===== src/rtl/noc_requester_ni_pkg.sv =====
// Package pa_noc: shared definitions for the requester-side network interface.
// Holds the APB and packet widths, the bit positions of every packet field,
// and the state enumeration of the requester FSM.
//
// Packet layout (60 bits). An all-zero bus means "no packet":
//   [1:0]  destination column    [3:2]  destination row
//   [5:4]  source column         [7:6]  source row
//   [8]    valid                 [9]    write
//   [10]   response              [11]   error
//   [27:12] remote address       [59:28] data
package pa_noc;

    localparam int APB_ADDR_WIDTH    = 20;
    localparam int APB_DATA_WIDTH    = 32;
    localparam int APB_PACKET_WIDTH  = 60;
    localparam int REMOTE_ADDR_WIDTH = 16;

    localparam int DST_COL_LSB = 0;
    localparam int DST_ROW_LSB = 2;
    localparam int SRC_COL_LSB = 4;
    localparam int SRC_ROW_LSB = 6;
    localparam int VALID_BIT   = 8;
    localparam int WRITE_BIT   = 9;
    localparam int RESP_BIT    = 10;
    localparam int ERR_BIT     = 11;
    localparam int ADDR_LSB    = 12;
    localparam int DATA_LSB    = 28;

    typedef enum logic [1:0] {
        IDLE = 2'd0,
        WAIT = 2'd1,
        DONE = 2'd2
    } state_t;

endpackage


===== src/rtl/noc_requester_ni.sv =====
// noc_requester_ni: requester-side network interface for one mesh node.
// Accepts APB transfers from the local host, sends each one as a single-cycle
// request packet into the local router, waits for the matching response
// packet and then completes the APB transfer. Incoming request packets belong
// to the target-side block and are ignored here.
//
// Ports:
//   i_clk, i_arst_n          clock, asynchronous active-low reset
//   i_psel, i_penable        APB select / enable
//   i_pwrite                 APB write (1) or read (0)
//   i_paddr[19:0]            [19:18] dest row, [17:16] dest col, [15:0] remote addr
//   i_pwdata[31:0]           APB write data
//   o_prdata[31:0]           APB read data, valid only while o_pready is high
//   o_pready                 one-cycle completion strobe
//   o_pslverr                completion error (local target, timeout, remote error)
//   o_packet                 request packet to router NI input (one cycle per request)
//   i_packet                 packet from router NI output
module noc_requester_ni
    import pa_noc::*;
#(
    parameter int NODE_ROW       = 0,
    parameter int NODE_COL       = 0,
    parameter int GRID_WIDTH     = 4,
    parameter int TIMEOUT_CYCLES = 64
) (
    input  logic                        i_clk,
    input  logic                        i_arst_n,
    input  logic                        i_psel,
    input  logic                        i_penable,
    input  logic                        i_pwrite,
    input  logic [APB_ADDR_WIDTH-1:0]   i_paddr,
    input  logic [APB_DATA_WIDTH-1:0]   i_pwdata,
    output logic [APB_DATA_WIDTH-1:0]   o_prdata,
    output logic                        o_pready,
    output logic                        o_pslverr,
    output logic [APB_PACKET_WIDTH-1:0] o_packet,
    input  logic [APB_PACKET_WIDTH-1:0] i_packet
);

    localparam int COORD_W = $clog2(GRID_WIDTH);
    localparam int CNT_W   = $clog2(TIMEOUT_CYCLES);

    localparam logic [COORD_W-1:0] OWN_ROW  = COORD_W'(NODE_ROW);
    localparam logic [COORD_W-1:0] OWN_COL  = COORD_W'(NODE_COL);
    localparam logic [CNT_W-1:0]   CNT_LAST = CNT_W'(TIMEOUT_CYCLES - 1);

    state_t                  state;
    logic [CNT_W-1:0]        count;
    logic [COORD_W-1:0]      dst_row;
    logic [COORD_W-1:0]      dst_col;
    logic                    is_write;

    logic [COORD_W-1:0]          req_row;
    logic [COORD_W-1:0]          req_col;
    logic                        req_local;
    logic [APB_PACKET_WIDTH-1:0] req_packet;
    logic                        rsp_match;
    logic [APB_DATA_WIDTH-1:0]   rsp_data;
    logic                        unused_packet_bits;

    assign req_row   = i_paddr[APB_ADDR_WIDTH-1 -: COORD_W];
    assign req_col   = i_paddr[APB_ADDR_WIDTH-1-COORD_W -: COORD_W];
    assign req_local = (req_row == OWN_ROW) && (req_col == OWN_COL);

    // Request packet built straight from the APB setup phase so it can be
    // registered onto o_packet on the capture edge.
    always_comb begin
        req_packet = '0;
        req_packet[DST_COL_LSB +: COORD_W]         = req_col;
        req_packet[DST_ROW_LSB +: COORD_W]         = req_row;
        req_packet[SRC_COL_LSB +: COORD_W]         = OWN_COL;
        req_packet[SRC_ROW_LSB +: COORD_W]         = OWN_ROW;
        req_packet[VALID_BIT]                      = 1'b1;
        req_packet[WRITE_BIT]                      = i_pwrite;
        req_packet[ADDR_LSB +: REMOTE_ADDR_WIDTH]  = i_paddr[REMOTE_ADDR_WIDTH-1:0];
        req_packet[DATA_LSB +: APB_DATA_WIDTH]     = i_pwrite ? i_pwdata : '0;
    end

    // A response is ours only if it is addressed to this node and comes back
    // from the node we sent the outstanding request to.
    assign rsp_match = i_packet[VALID_BIT] && i_packet[RESP_BIT]
                    && (i_packet[DST_ROW_LSB +: COORD_W] == OWN_ROW)
                    && (i_packet[DST_COL_LSB +: COORD_W] == OWN_COL)
                    && (i_packet[SRC_ROW_LSB +: COORD_W] == dst_row)
                    && (i_packet[SRC_COL_LSB +: COORD_W] == dst_col);
    assign rsp_data  = i_packet[DATA_LSB +: APB_DATA_WIDTH];

    // The echoed write flag and address of a response carry nothing we need.
    assign unused_packet_bits = ^{i_packet[WRITE_BIT], i_packet[ADDR_LSB +: REMOTE_ADDR_WIDTH]};

    // o_packet defaults to zero every cycle so a request is visible for
    // exactly one cycle. The response check comes before the expiry check so
    // a response arriving on the last wait cycle still completes cleanly.
    always_ff @(posedge i_clk or negedge i_arst_n) begin
        if (!i_arst_n) begin
            state     <= IDLE;
            count     <= '0;
            dst_row   <= '0;
            dst_col   <= '0;
            is_write  <= 1'b0;
            o_prdata  <= '0;
            o_pready  <= 1'b0;
            o_pslverr <= 1'b0;
            o_packet  <= '0;
        end else begin
            o_packet <= '0;
            case (state)
                IDLE: begin
                    if (i_psel && !i_penable) begin
                        dst_row  <= req_row;
                        dst_col  <= req_col;
                        is_write <= i_pwrite;
                        count    <= '0;
                        if (req_local) begin
                            o_pready  <= 1'b1;
                            o_pslverr <= 1'b1;
                            o_prdata  <= '0;
                            state     <= DONE;
                        end else begin
                            o_packet <= req_packet;
                            state    <= WAIT;
                        end
                    end
                end
                WAIT: begin
                    if (rsp_match) begin
                        o_prdata  <= is_write ? '0 : rsp_data;
                        o_pslverr <= i_packet[ERR_BIT];
                        o_pready  <= 1'b1;
                        state     <= DONE;
                    end else if (count == CNT_LAST) begin
                        o_prdata  <= '0;
                        o_pslverr <= 1'b1;
                        o_pready  <= 1'b1;
                        state     <= DONE;
                    end else begin
                        count <= count + 1'b1;
                    end
                end
                DONE: begin
                    o_prdata  <= '0;
                    o_pready  <= 1'b0;
                    o_pslverr <= 1'b0;
                    count     <= '0;
                    state     <= IDLE;
                end
                default: begin
                    state <= IDLE;
                end
            endcase
        end
    end

endmodule


===== config.mk =====
export PLATFORM = sky130hd
export DESIGN_NAME = noc_requester_ni
export DESIGN_NICKNAME = d
export VERILOG_FILES = /design/src/rtl/noc_requester_ni_pkg.sv /design/src/rtl/noc_requester_ni.sv
export SDC_FILE = /design/constraint.sdc
export NUM_CORES = 1
export LEC_CHECK = 0
export BUFFER_PORTS_ARGS = -buffer_cell sky130_fd_sc_hd__buf_2
export CORE_ASPECT_RATIO = 1.75
export CORE_MARGIN = 2
export CORE_UTILIZATION = 40
export DETAILED_ROUTE_END_ITERATION = 7
export PLACE_DENSITY = 0.76
export SETUP_SLACK_MARGIN = 0.05
export SLEW_MARGIN = 0
export SYNTH_ARGS = -nofsm -noshare
export SYNTH_HDL_FRONTEND = slang
export SYNTH_SLANG_ARGS = --single-unit

===== constraint.sdc =====
create_clock -name i_clk -period 1.98 [get_ports i_clk]
set_clock_uncertainty 0.15 [all_clocks]
set_input_delay 0.396 -clock i_clk [delete_from_list [all_inputs] [get_ports i_clk]]
set_output_delay 0.396 -clock i_clk [all_outputs]
set_load 0.05 [all_outputs]

Yosys cells after proc, flatten, opt, wreduce, memory -nomap -nowiden
Index checks and enable logic that the tools add are counted.
W data, S select, Z words.
{"block": "totals", "out_inout_bits": 94, "latch_bits": 0, "ram_bits": 0, "n_memories": 0, "in_bits": 117, "ff_bits": 107, "mem_bits_ro": 0}
{"block": "op_classes", "n_eq_ne": 10, "div": 0, "magnitude_cmp": 0, "addsub": 1, "reduce_logical": 18, "multipliers": 0, "bitwise_logic": 0, "n_shift": 0, "mux": 26}
{"cell": "$mux W32", "count": 6}
{"cell": "$mux W60", "count": 3}
{"cell": "$pmux W32 S3", "count": 1}
{"cell": "$mux W6", "count": 3}
{"cell": "$pmux W6 S3", "count": 1}
{"cell": "$logic_not A2 Y1", "count": 5}
{"cell": "$mux W2", "count": 4}
{"cell": "$ne A2 B2 Y1 const B", "count": 4}
{"cell": "$reduce_and A4 Y1", "count": 2}
{"cell": "$logic_and A1 B1 Y1", "count": 7}
{"cell": "$add A6 B1 Y6 const B", "count": 1}
{"cell": "$eq A6 B6 Y1 const B", "count": 1}
{"cell": "$pmux W1 S3", "count": 2}
{"cell": "$mux W1", "count": 5}
{"cell": "$eq A2 B2 Y1", "count": 2}
{"cell": "$pmux W2 S2", "count": 1}
{"cell": "$reduce_and A2 Y1", "count": 2}
{"cell": "$ne A3 B3 Y1 const B", "count": 1}
{"cell": "$reduce_bool A3 Y1", "count": 1}
{"cell": "$eq A2 B1 Y1 const B", "count": 1}
{"cell": "$eq A2 B2 Y1 const B", "count": 1}
{"cell": "$logic_not A1 Y1", "count": 1}

Logic depth before layout (Yosys ltp)
{"block": "logic_depth", "depth_word": 7, "mapped_depth": 7}

Worst setup path after synthesis
Ideal clock, no wire load.
{"block": "synth_timing", "kind": "register to register", "from": "reg count[0]", "to": "reg o_prdata[11]", "setup_time_ns": 0.121, "n_path_buf": 2, "synth_period_minus_slack_ns": 1.857, "required_ns": 1.709, "setup_slack_ns": 0.123, "path_stages_with_launch": 8, "arrival_time_ns": 1.586, "cell_sequence": "dfrtp_1 -> ha_1 -> nand3_1 -> or2_2 -> a31o_1 -> buf_6 -> buf_6 -> a22o_1"}
{"block": "synth_between", "elab_chain_len": 3}
{"item": "start, declared", "line_no": "noc_requester_ni.sv:48", "text": "logic [CNT_W-1:0] count;"}
{"item": "start signal, assigned", "line_no": "noc_requester_ni.sv:137", "text": "count <= count + 1'b1;"}
{"item": "$eq A6 B6 Y1", "line_no": "noc_requester_ni.sv:131", "text": "end else if (count == CNT_LAST) begin"}
{"item": "$ne A3 B3 Y1 (no source line)"}
{"item": "$reduce_and A4 Y1 (no source line)"}
{"item": "end signal, assigned", "line_no": "noc_requester_ni.sv:127", "text": "o_prdata <= is_write ? '0 : rsp_data;"}
{"item": "end, declared", "line_no": "noc_requester_ni.sv:33", "text": "output logic [APB_DATA_WIDTH-1:0] o_prdata,"}
Every way passes these cells.
A chain may end at the register's enable or synchronous reset.

Worst setup path in the final report
{"block": "layout_timing", "from": "reg count[0]", "to": "reg o_pslverr"}
{"block": "layout_between", "elab_chain_len": 3}
{"item": "$eq A6 B6 Y1", "line_no": "noc_requester_ni.sv:131"}
{"item": "$ne A3 B3 Y1 (no source line)"}
{"item": "$reduce_and A4 Y1 (no source line)"}
{"item": "end signal, assigned", "line_no": "noc_requester_ni.sv:128", "text": "o_pslverr <= i_packet[ERR_BIT];"}
{"item": "end, declared", "line_no": "noc_requester_ni.sv:35", "text": "output logic o_pslverr,"}
Every way passes these cells.

==> qor.csv <==
stage,metric,value,unit
floorplan,Die X,77.3,um
clock_tree,clk slew on worst S/H paths,0.07,ns
floorplan,Initial Util,41.3,%
final_layout,most frequent cells in the layout,"buf_2 (186), dfrtp_1 (101), and3_1 (33), a22o_1 (32), and2_1 (24)",
pwr,Leak,3.01,nW
final_layout,"most common cell after layout, fill and taps aside",buf_2,
grt,initial antenna violation count,0,
yosys,area share of the largest cell type after synthesis,67.3,%
sta,worst setup margin,0.116,ns
critical_path,RR Endpoint,o_pslverr,
sta,fin crit period,1.86,ns
pwr,Flop pwr share,43.6,%
clock_tree,H-tree Lvls,3,
floorplan,I/O pin count,211,
route,Vias/cell,4.83,
final_layout,Diodes inserted,0,
pwr,Clock power frac,29.5,%
route,Avg WL per Cell,14.4,um
place,placed cell count,574,
min_path,Hold EP,o_packet[23],
yosys,synthesized cell area,0.00376,mm^2
min_path,worst hold start,i_paddr[11],
yosys,total number of yosys warnings,0,
final_layout,Final #Nets,585,
critical_path,Worst R2R Start,count[0],
critical_path,worst-path maximum fanout,34,
sta,max-slew violation count,0,
pwr,combinational power share,26.9,%
pwr,P_int,3.63,mW
clock_tree,cts bufs inserted,9,
yosys,Post-Syn Instances,275,
critical_path,worst endpoint required time,2.05,ns
final_layout,Area Growth Syn to Fin,36.9,%
floorplan,Die Area,0.0102,mm^2
grt,Tot GR Track Use,17.1,%
sta,Max Fclk,537,MHz
critical_path,worst r2r path cells,6,
min_path,hold path cells,2,
sta,worst hold slack,0.109,ns
place,IO buf count,187,
sta,max_slew headroom,64.5,%
yosys,Synth Area per Inst,13.7,um^2
sta,RSZ-0062 raised after global routing,no,
critical_path,reg-to-reg setup timing slack,0.12,ns
grt,first-pass GRT wire length,13700,um
yosys,register area share after synthesis,67.3,%
sta,Worst-Margin Slew,0.533,ns
outcome,status,"complete, no violations",
yosys,post-synthesis cell type count,36,
yosys,most area-consuming cells after synthesis,"dfrtp_1 (67%), a22o_1 (7.5%), and3_1 (5.5%), and2_1 (4.0%), buf_4 (1.8%)",
route,Post-Route WL,8550,um
final_layout,Final Cell Area,0.00514,mm^2
clock_tree,Clock Sinks,101,
place,Placed Area,0.00483,mm^2
final_layout,fin cells,592,
critical_path,endpoint class of the critical path,register,
clock_tree,deepest clock path buffer count,2,
route,drt drc,0,
critical_path,crit path kind,reg2reg,
yosys,largest area contributor in the netlist,dfrtp_1,
pwr,maximum vdd ir drop,0.000692,V
sta,final setup vio count,0,
place,hpwl dp,6260,um
route,Post-DRT Antenna Nets,0,
grt,number of global-route vias before repair,2880,
sta,final hold vios,0,
final_layout,layout cell share with drive strength beyond 1,47.9,%
floorplan,row cnt,46,
sta,final worst-path cycle share,94.1,%
pwr,Sw Pwr,1.81,mW
clock_tree,CTS tree,yes,
route,vias,2858,
grt,largest net degree at the start of global routing,102,
clock_tree,clock root cell,clkbuf_16,
clock_tree,Skew-Pair Late Insertion Delay,0.34,ns
route,DRT iter0 DRCs,88,
place,Setup Slack @ Placement,-0.00521,ns
critical_path,CP Launch Type,register,
min_path,hold crit path type,in2reg,
grt,total grt overflow,0,
floorplan,Core Region,0.00909,mm^2
pwr,Sw Ratio,33.3,%
route,drt pass-1 iters,4,
critical_path,Worst EP arrival,1.93,ns
pwr,Power Dens Cells,1060,mW/mm^2
yosys,post-synthesis sequential element count,101,
job,# Max-Cap Violations,0,
pwr,Final Power,5.44,mW
floorplan,Die Ht,132,um
place,Final Wtd Congestion,0.749,
-- stage by stage --
stage                     util [%]  setup TNS [ns]
after floorplan                  -               0
after CTS                     56.5               0
after detailed placement      53.2        -0.00521
after global placement        53.2               0
final                         56.6               0
after global routing          56.6               0
-- Yosys cell counts (all sizes together) --
cell type	number
nor2	5
nand3	6
and3	34
or3	1
o41ai	1
conb	1
and2	24
buf	13
inv	3
ha	1
a21o	1
or4	2
mux2	5
o32ai	1
xor2	4
nor4	1
a32o	1
a22o	32
a31o	2
nor3	2
nand2b	1
dfrtp	101
a21oi	3
clkbuf	8
o21ai	3
nand2	8
nor2b	4
mux2i	2
o311ai	1
a211oi	1
o211ai	2
or2	1
-- power groups by stage --
stage	Sequential [mW]	Clock [mW]	Combinational (mW)
4_1_cts	2.37	1.66	1.47
3_5_place_dp	2.41	0	1.45
3_3_place_gp	2.40	0	1.40
5_1_grt	2.40	1.75	1.58
6_report	2.37	1.61	1.46
2_1_floorplan	2.74	0	0.707
-- state kept, by name, indices dropped and copies added (netlist names) --
| signal | count |
|---|---|
| state | 2 |
| o_packet | 54 |
| is_write | 1 |
| o_pslverr | 1 |
| o_pready | 1 |
| o_prdata | 32 |
| dst_row | 2 |
| dst_col | 2 |
| count | 6 |
-- worst max-delay path, stage by stage (launching register included) --
cell     delay [ns]
dfrtp_1        0.36
ha_2           0.21
nand3_2        0.10
or2_4          0.28
a31o_1         0.25
buf_12         0.17
a32o_1         0.22
-- final cells by class --
type / count / area, um^2
well taps: 120 / 150
fillers: 787 / 3950
repair buffers: 197 / 1070
multi-input cells: 155 / 1110
clock buffers: 10 / 229
inverters: 3 / 11.3
flip-flops and latches: 101 / 2530
clock inverters: 6 / 47.5
-- worst max path at each step --
stage / startpoint / end / slack, ns / cells past startpoint
after global routing: dst_col[1] / o_pslverr / 0.06 / 5
after CTS: count[0] / o_pslverr / 0.09 / 6
after detailed placement: i_packet[3] / o_pslverr / -0.005 / 7
final: count[0] / o_pslverr / 0.12 / 6
after global placement: i_packet[3] / o_pslverr / 0.002 / 6
after floorplan: count[0] / o_prdata[11] / 0.12 / 7
-- routing by layer --
metal / routed length [um] / track usage (%)
met5: 0 / 0
met4: 166 / 6.94
met3: 585 / 4.79
met2: 4620 / 30.1
met1: 3180 / 19.2
-- logic make-up (layout without fill, tap and decap cells) --
logic type               after synthesis  count (layout)  synth area share, %
XOR/XNOR                               4               4                0.932
adder cells (fa/ha/maj)                1               1                0.333
other                                  1               6               0.0998
AO/OA/AOI/OAI                         48              48                 10.7
flip-flops                           101             101                 67.3
buffers and inverters                 24             216                 4.10
multiplexers                           7               7                 2.03
AND/OR/NAND/NOR                       89              89                 14.6
-- repair_timing --
item,CTS,global route
cloned,0,0
buffers inserted,1,0
hold endpoints to repair,95,0
hold buffers,1,0
gates resized for setup,2,2
endpoints found under the setup margin,33,11
No activity file was read; power rests on OpenSTA's default activity.
